File: src/rtl/fifo_skew_ctrl.sv
// Sequencer for a bank of shift-register delay FIFOs: clears the bank, steers
// lane-addressed load words into it, then drains every lane with a diagonal skew.
module fifo_skew_ctrl #(
    parameter int LANES = 8,
    parameter int DEPTH = 8,
    parameter int LW    = $clog2(LANES),
    parameter int TW    = $clog2(DEPTH + LANES)
) (
    input  logic             clk,
    input  logic             rst_n,
    input  logic             start,
    input  logic             abort,
    input  logic             load_valid,
    input  logic [LW-1:0]    load_lane,
    output logic             load_ready,
    output logic [LANES-1:0] fifo_en,
    output logic             fifo_clr,
    output logic             load_sel,
    output logic [LANES-1:0] feed_valid,
    output logic             busy,
    output logic             done,
    output logic             load_err
);

    localparam int CW = $clog2(DEPTH + 1);
    localparam logic [CW-1:0] CNT_FULL = CW'(DEPTH);
    localparam logic [TW-1:0] T_LAST   = TW'(DEPTH + LANES - 2);

    localparam logic [2:0] S_IDLE  = 3'd0;
    localparam logic [2:0] S_CLEAR = 3'd1;
    localparam logic [2:0] S_LOAD  = 3'd2;
    localparam logic [2:0] S_FEED  = 3'd3;
    localparam logic [2:0] S_DONE  = 3'd4;

    logic [2:0]    state_q, state_d;
    logic          abort_clr_q, abort_clr_d;
    logic [TW-1:0] t_q, t_d;
    logic          load_err_q, load_err_d;
    logic [CW-1:0] cnt_q [LANES];
    logic [CW-1:0] cnt_d [LANES];
    logic          lane_hit;
    logic          lane_full;
    logic          all_full;

    // A CLEAR entered through abort returns to IDLE instead of starting a load.
    always_comb begin
        state_d     = state_q;
        abort_clr_d = abort_clr_q;
        t_d         = '0;
        load_err_d  = load_err_q;
        fifo_en     = '0;
        lane_hit    = 1'b0;
        lane_full   = 1'b0;
        all_full    = 1'b1;
        for (int i = 0; i < LANES; i++) begin
            cnt_d[i] = cnt_q[i];
        end
        for (int i = 0; i < LANES; i++) begin
            if (int'(load_lane) == i) begin
                lane_hit  = 1'b1;
                lane_full = (cnt_q[i] == CNT_FULL);
            end
        end

        case (state_q)
            S_IDLE: begin
                if (start) begin
                    state_d     = S_CLEAR;
                    abort_clr_d = 1'b0;
                    load_err_d  = 1'b0;
                end
            end
            S_CLEAR: begin
                for (int i = 0; i < LANES; i++) begin
                    cnt_d[i] = '0;
                end
                state_d = abort_clr_q ? S_IDLE : S_LOAD;
            end
            S_LOAD: begin
                if (load_valid) begin
                    if (lane_hit && !lane_full) begin
                        for (int i = 0; i < LANES; i++) begin
                            if (int'(load_lane) == i) begin
                                fifo_en[i] = 1'b1;
                                cnt_d[i]   = cnt_q[i] + CW'(1);
                            end
                        end
                    end else begin
                        load_err_d = 1'b1;
                    end
                end
                // Leave LOAD right after the cycle that writes the last word.
                for (int i = 0; i < LANES; i++) begin
                    if (cnt_d[i] != CNT_FULL) begin
                        all_full = 1'b0;
                    end
                end
                if (all_full) begin
                    state_d = S_FEED;
                end
            end
            S_FEED: begin
                for (int i = 0; i < LANES; i++) begin
                    fifo_en[i] = (int'(t_q) >= i) && (int'(t_q) < i + DEPTH);
                end
                if (t_q == T_LAST) begin
                    state_d = S_DONE;
                end else begin
                    t_d = t_q + TW'(1);
                end
            end
            S_DONE: begin
                state_d = S_IDLE;
            end
            default: begin
                state_d = S_IDLE;
            end
        endcase

        if (abort && (state_q != S_IDLE)) begin
            state_d     = S_CLEAR;
            abort_clr_d = 1'b1;
            t_d         = '0;
            load_err_d  = load_err_q;
            fifo_en     = '0;
            for (int i = 0; i < LANES; i++) begin
                cnt_d[i] = '0;
            end
        end
    end

    always_comb begin
        fifo_clr   = (state_q == S_CLEAR);
        load_ready = (state_q == S_LOAD);
        load_sel   = (state_q == S_LOAD);
        feed_valid = (state_q == S_FEED) ? fifo_en : '0;
        busy       = (state_q != S_IDLE);
        done       = (state_q == S_DONE);
        load_err   = load_err_q;
    end

    always_ff @(posedge clk or negedge rst_n) begin
        if (!rst_n) begin
            state_q     <= S_IDLE;
            abort_clr_q <= 1'b0;
            t_q         <= '0;
            load_err_q  <= 1'b0;
            for (int i = 0; i < LANES; i++) begin
                cnt_q[i] <= '0;
            end
        end else begin
            state_q     <= state_d;
            abort_clr_q <= abort_clr_d;
            t_q         <= t_d;
            load_err_q  <= load_err_d;
            for (int i = 0; i < LANES; i++) begin
                cnt_q[i] <= cnt_d[i];
            end
        end
    end

endmodule
File: config.mk
export PLATFORM = sky130hd
export DESIGN_NAME = fifo_skew_ctrl
export DESIGN_NICKNAME = d
export VERILOG_FILES = /design/src/rtl/fifo_skew_ctrl.sv
export SDC_FILE = /design/constraint.sdc
export NUM_CORES = 1
export LEC_CHECK = 0
export ABC_CLOCK_PERIOD_IN_PS = 8000
export CAP_MARGIN = 20
export CELL_PAD_IN_SITES_DETAIL_PLACEMENT = 1
export CELL_PAD_IN_SITES_GLOBAL_PLACEMENT = 2
export CORE_ASPECT_RATIO = 0.7
export CORE_MARGIN = 2
export CORE_UTILIZATION = 38
export DETAILED_ROUTE_END_ITERATION = 16
export PLACE_DENSITY = 0.95
export SLEW_MARGIN = 20
export SYNTH_ARGS = -nofsm -noshare
export SYNTH_HDL_FRONTEND = slang
export SYNTH_SLANG_ARGS = --single-unit
File: constraint.sdc
create_clock -name clk -period 8 [get_ports clk]
set_clock_uncertainty 0.2 [all_clocks]
set_input_delay 1.6 -clock clk [delete_from_list [all_inputs] [get_ports clk]]
set_output_delay 1.6 -clock clk [all_outputs]
set_load 0.005 [all_outputs]
==> out/results.tsv <==
stage	metric	value	unit
timing	relSlewSlack	0.342	
synth	synthesis.nets	455	
critical_path	cp.required	6.20	ns
timing	setup_violations	0	
critical_path	start_kind	input port	
critical_path	critPathKind	input port to output pin	
timing	drv_slew	0	
synth	yosysSeqAreaShare	0.300	
synth	synthMuxAreaShare	0.0369	
global_routing	grtUsageTotal	0.217	
run	cap_violations	0	
clocking	holdBufCountCts	0	
clocking	clock_sinks	41	
detailed_routing	first_pass_iters	4	
timing	hold_ws	0.326	ns
placed_design	dp_hpwl	7.77	mm
global_routing	first_global_vias	3195	
placed_design	gp_congestion	0.834	
power_and_ir_drop	p_leak	0.00156	µW
finish	synthToLayoutAreaGrowth	14.1	%
clocking	post_cts_resized	0	
clocking	numCtsBuffers	5	
synth	synth_cell_types	67	
synth	syn_inst	424	
finish	stdcell_area	3910	µm²
critical_path	crit_path_end_kind	output pin	
global_routing	grt_max_degree	42	
synth	synth-seq-cells	41	
finish	nets	471	
global_routing	busiest_layer	met2	
placed_design	portBuffers	29	
clocking	cts_setup_buffers	0	
clocking	worstSkewPairLatency	0.29	ns
synth	async_flop_share	1.00	
finish	layout-drive-gt1-share	0.0612	
timing	period_share	0.817	
critical_path	slowest_stage	clkdlybuf4s50_1	
synth	synth_top_area_frac	0.300	
detailed_routing	viasPerCell	5.74	
critical_path	critPathMostFrequentCell	clkdlybuf4s50_1	
finish	num_antenna_cells	0	
global_routing	grtUsageMet1	0.322	
critical_path	crit_chain	clkdlybuf4s50_1, nor3b_1, a32o_1, o21a_1, nor3_1, and3b_1, a32oi_1, nor2_1, clkdlybuf4s50_1	
timing	rsz0062_at_grt	no	
synth	synth_commonest_cells	nor2_1 (48), dfrtp_1 (41), o21ai_0 (38)	
synth	synthTopCellsByArea	dfrtp_1 (30%), ha_1 (8.4%), o21ai_0 (5.6%)	
power_and_ir_drop	power_density	177	nW/µm²
critical_path	critPathMaxFanout	18	
synth	synth-edff-count	0	
floorplan	dieWidth	117	µm
detailed_routing	drtIter0Drc	209	
synth	synth_warnings	0	
placed_design	postPlaceCellArea	3730	µm²
timing	final.min_clock_period	6.54	ns
clocking	cts_buffer_depth	2	
detailed_routing	route.detailed.drc	0	
clocking	path_clk_slew	0.06	ns
detailed_routing	vias	3220	
clocking	h-tree-depth	2	
clocking	cts_root_buf	clkbuf_16	
synth	synth_adder_area_share	0.0840	
floorplan	rows	28	
synth	synth_xor_area_frac	0.0230	
critical_path	slowest_delay	0.87	ns
floorplan	start_util	0.397	
timing	hold_viol	0	
critical_path	worstPathArrival	4.74	ns
synth	synth-compound-area-share	0.225	
global_routing	antenna_found_initial	0	
global_routing	grtUsageMet2	0.331	
timing	fmax	153	MHz
critical_path	critical_path.top_delay_family	buffers and inverters	
synth	ys.flop_type	dfrtp_1	
synth	yosys.cell_count.top_type	nor2_1	
run_status	run_status	finished clean	
synth	synth_area_per_cell	8.08	µm²
worst_hold_path	hold_path_class	flop to flop	
detailed_routing	ant_nets	0	
clocking	cts_tree	yes	
timing	fin_setup_tns	0	ns
synth	synthSimpleGateAreaFrac	0.256	
detailed_routing	wire_per_inst	18.2	µm
timing	tightest_slew	0.987	ns
global_routing	grt_remaining_overflow	0	
floorplan	ios	30	
floorplan	dieHeight	83.4	µm
synth	netlist_area	3420	µm²
critical_path	path_buf_inv	2	
synth	synth_top_cell_by_area	dfrtp_1	
floorplan	dieArea	9800	µm²
global_routing	grt_use_met3	0.0371	
floorplan	coreArea	8620	µm²
global_routing	grt_pass1_wl	17.1	mm
synth	synth_top_family_by_area	simple AND/OR/NAND/NOR gates	
power_and_ir_drop	ir_drop	0.227	mV
detailed_routing	wirelength	10.2	mm
[path summary, 6_finish.rpt]
path | start | end | slack [ns] | cells after the start
min in group asynchronous | rst_n | cnt_q[22] | 1.26 | 1
min reg2reg | abort_clr_q | state_q[1] | 0.33 | 3
max reg2reg | cnt_q[28] | state_q[0] | 4.97 | 9
max | load_lane[1] | feed_valid[4] | 1.46 | 9
min | abort_clr_q | state_q[1] | 0.33 | 3
max in group asynchronous | rst_n | cnt_q[0] | 5.71 | 1
[worst min-delay path: stages, from the launching register on]
cell     delay [ns]
dfrtp_1        0.35
nor2_1         0.04
nand2_1        0.06
nand2_1        0.05
[layer usage]
metal / vias to the layer above / share of wire
met2: 44 / 0.44
li1: 1565 / -
met3: 7 / 0.042
met1: 1604 / 0.51
met5: - / 0
met4: 0 / 0.0076
[logic make-up after synthesis]
| group | after synthesis |
|---|---|
| multiplexers | 12 |
| adder cells (fa/ha/maj) | 23 |
| XOR/XNOR | 9 |
| buffers and inverters | 54 |
| AND/OR/NAND/NOR | 167 |
| AO/OA/AOI/OAI | 118 |
| flip-flops | 41 |
[through the flow]
step | instances | util | setup slack, ns | total power (µW)
floorplan | 424 | - | 3.07 | 368
global placement | 553 | 0.433 | 1.64 | 446
detailed placement | 553 | 0.433 | 1.52 | 454
CTS | 561 | 0.453 | 1.52 | 697
global route | 561 | 0.453 | 1.33 | 733
finish | 561 | 0.453 | 1.46 | 691
[area by class of cell]
class / instances / area (µm²)
Clock buffer: 7 / 143
Clock inverter: 1 / 30.0
Fill cell: 1069 / 4710
Inverter: 32 / 120
Multi-Input combinational cell: 329 / 2140
Sequential cell: 41 / 1030
Tap cell: 120 / 150
Timing Repair Buffer: 31 / 300
[state kept, by name (all words and copies together), names as in the netlist]
register     count
abort_clr_q      1
cnt_q           32
load_err         1
state_q          3
t_q              4
[power by group]
part | internal [µW] | leakage (µW) | switching, µW | total [µW]
Clock | 156 | 0.0000841 | 83.3 | 239
Combinational | 72.8 | 0.000906 | 143 | 216
Sequential | 218 | 0.000566 | 18.1 | 236
Total | 447 | 0.00156 | 244 | 691
[cell usage in the layout (no fill, tap or decap), types with 6 or more instances in the layout]
cell / synthesis / layout
nand4_1: 9 / 9
ha_1: 23 / 23
and2_1: 9 / 9
clkdlybuf4s50_1: 0 / 28
nand2_1: 31 / 31
nand3_1: 19 / 19
a21oi_1: 26 / 26
o21ai_0: 38 / 38
a31oi_1: 6 / 6
nor2_1: 48 / 48
xnor2_1: 6 / 6
inv_1: 32 / 32
mux2i_1: 7 / 7
nand3b_1: 8 / 8
dfrtp_1: 41 / 41
nor3_1: 11 / 11
(Power assumes the default switching activity.)
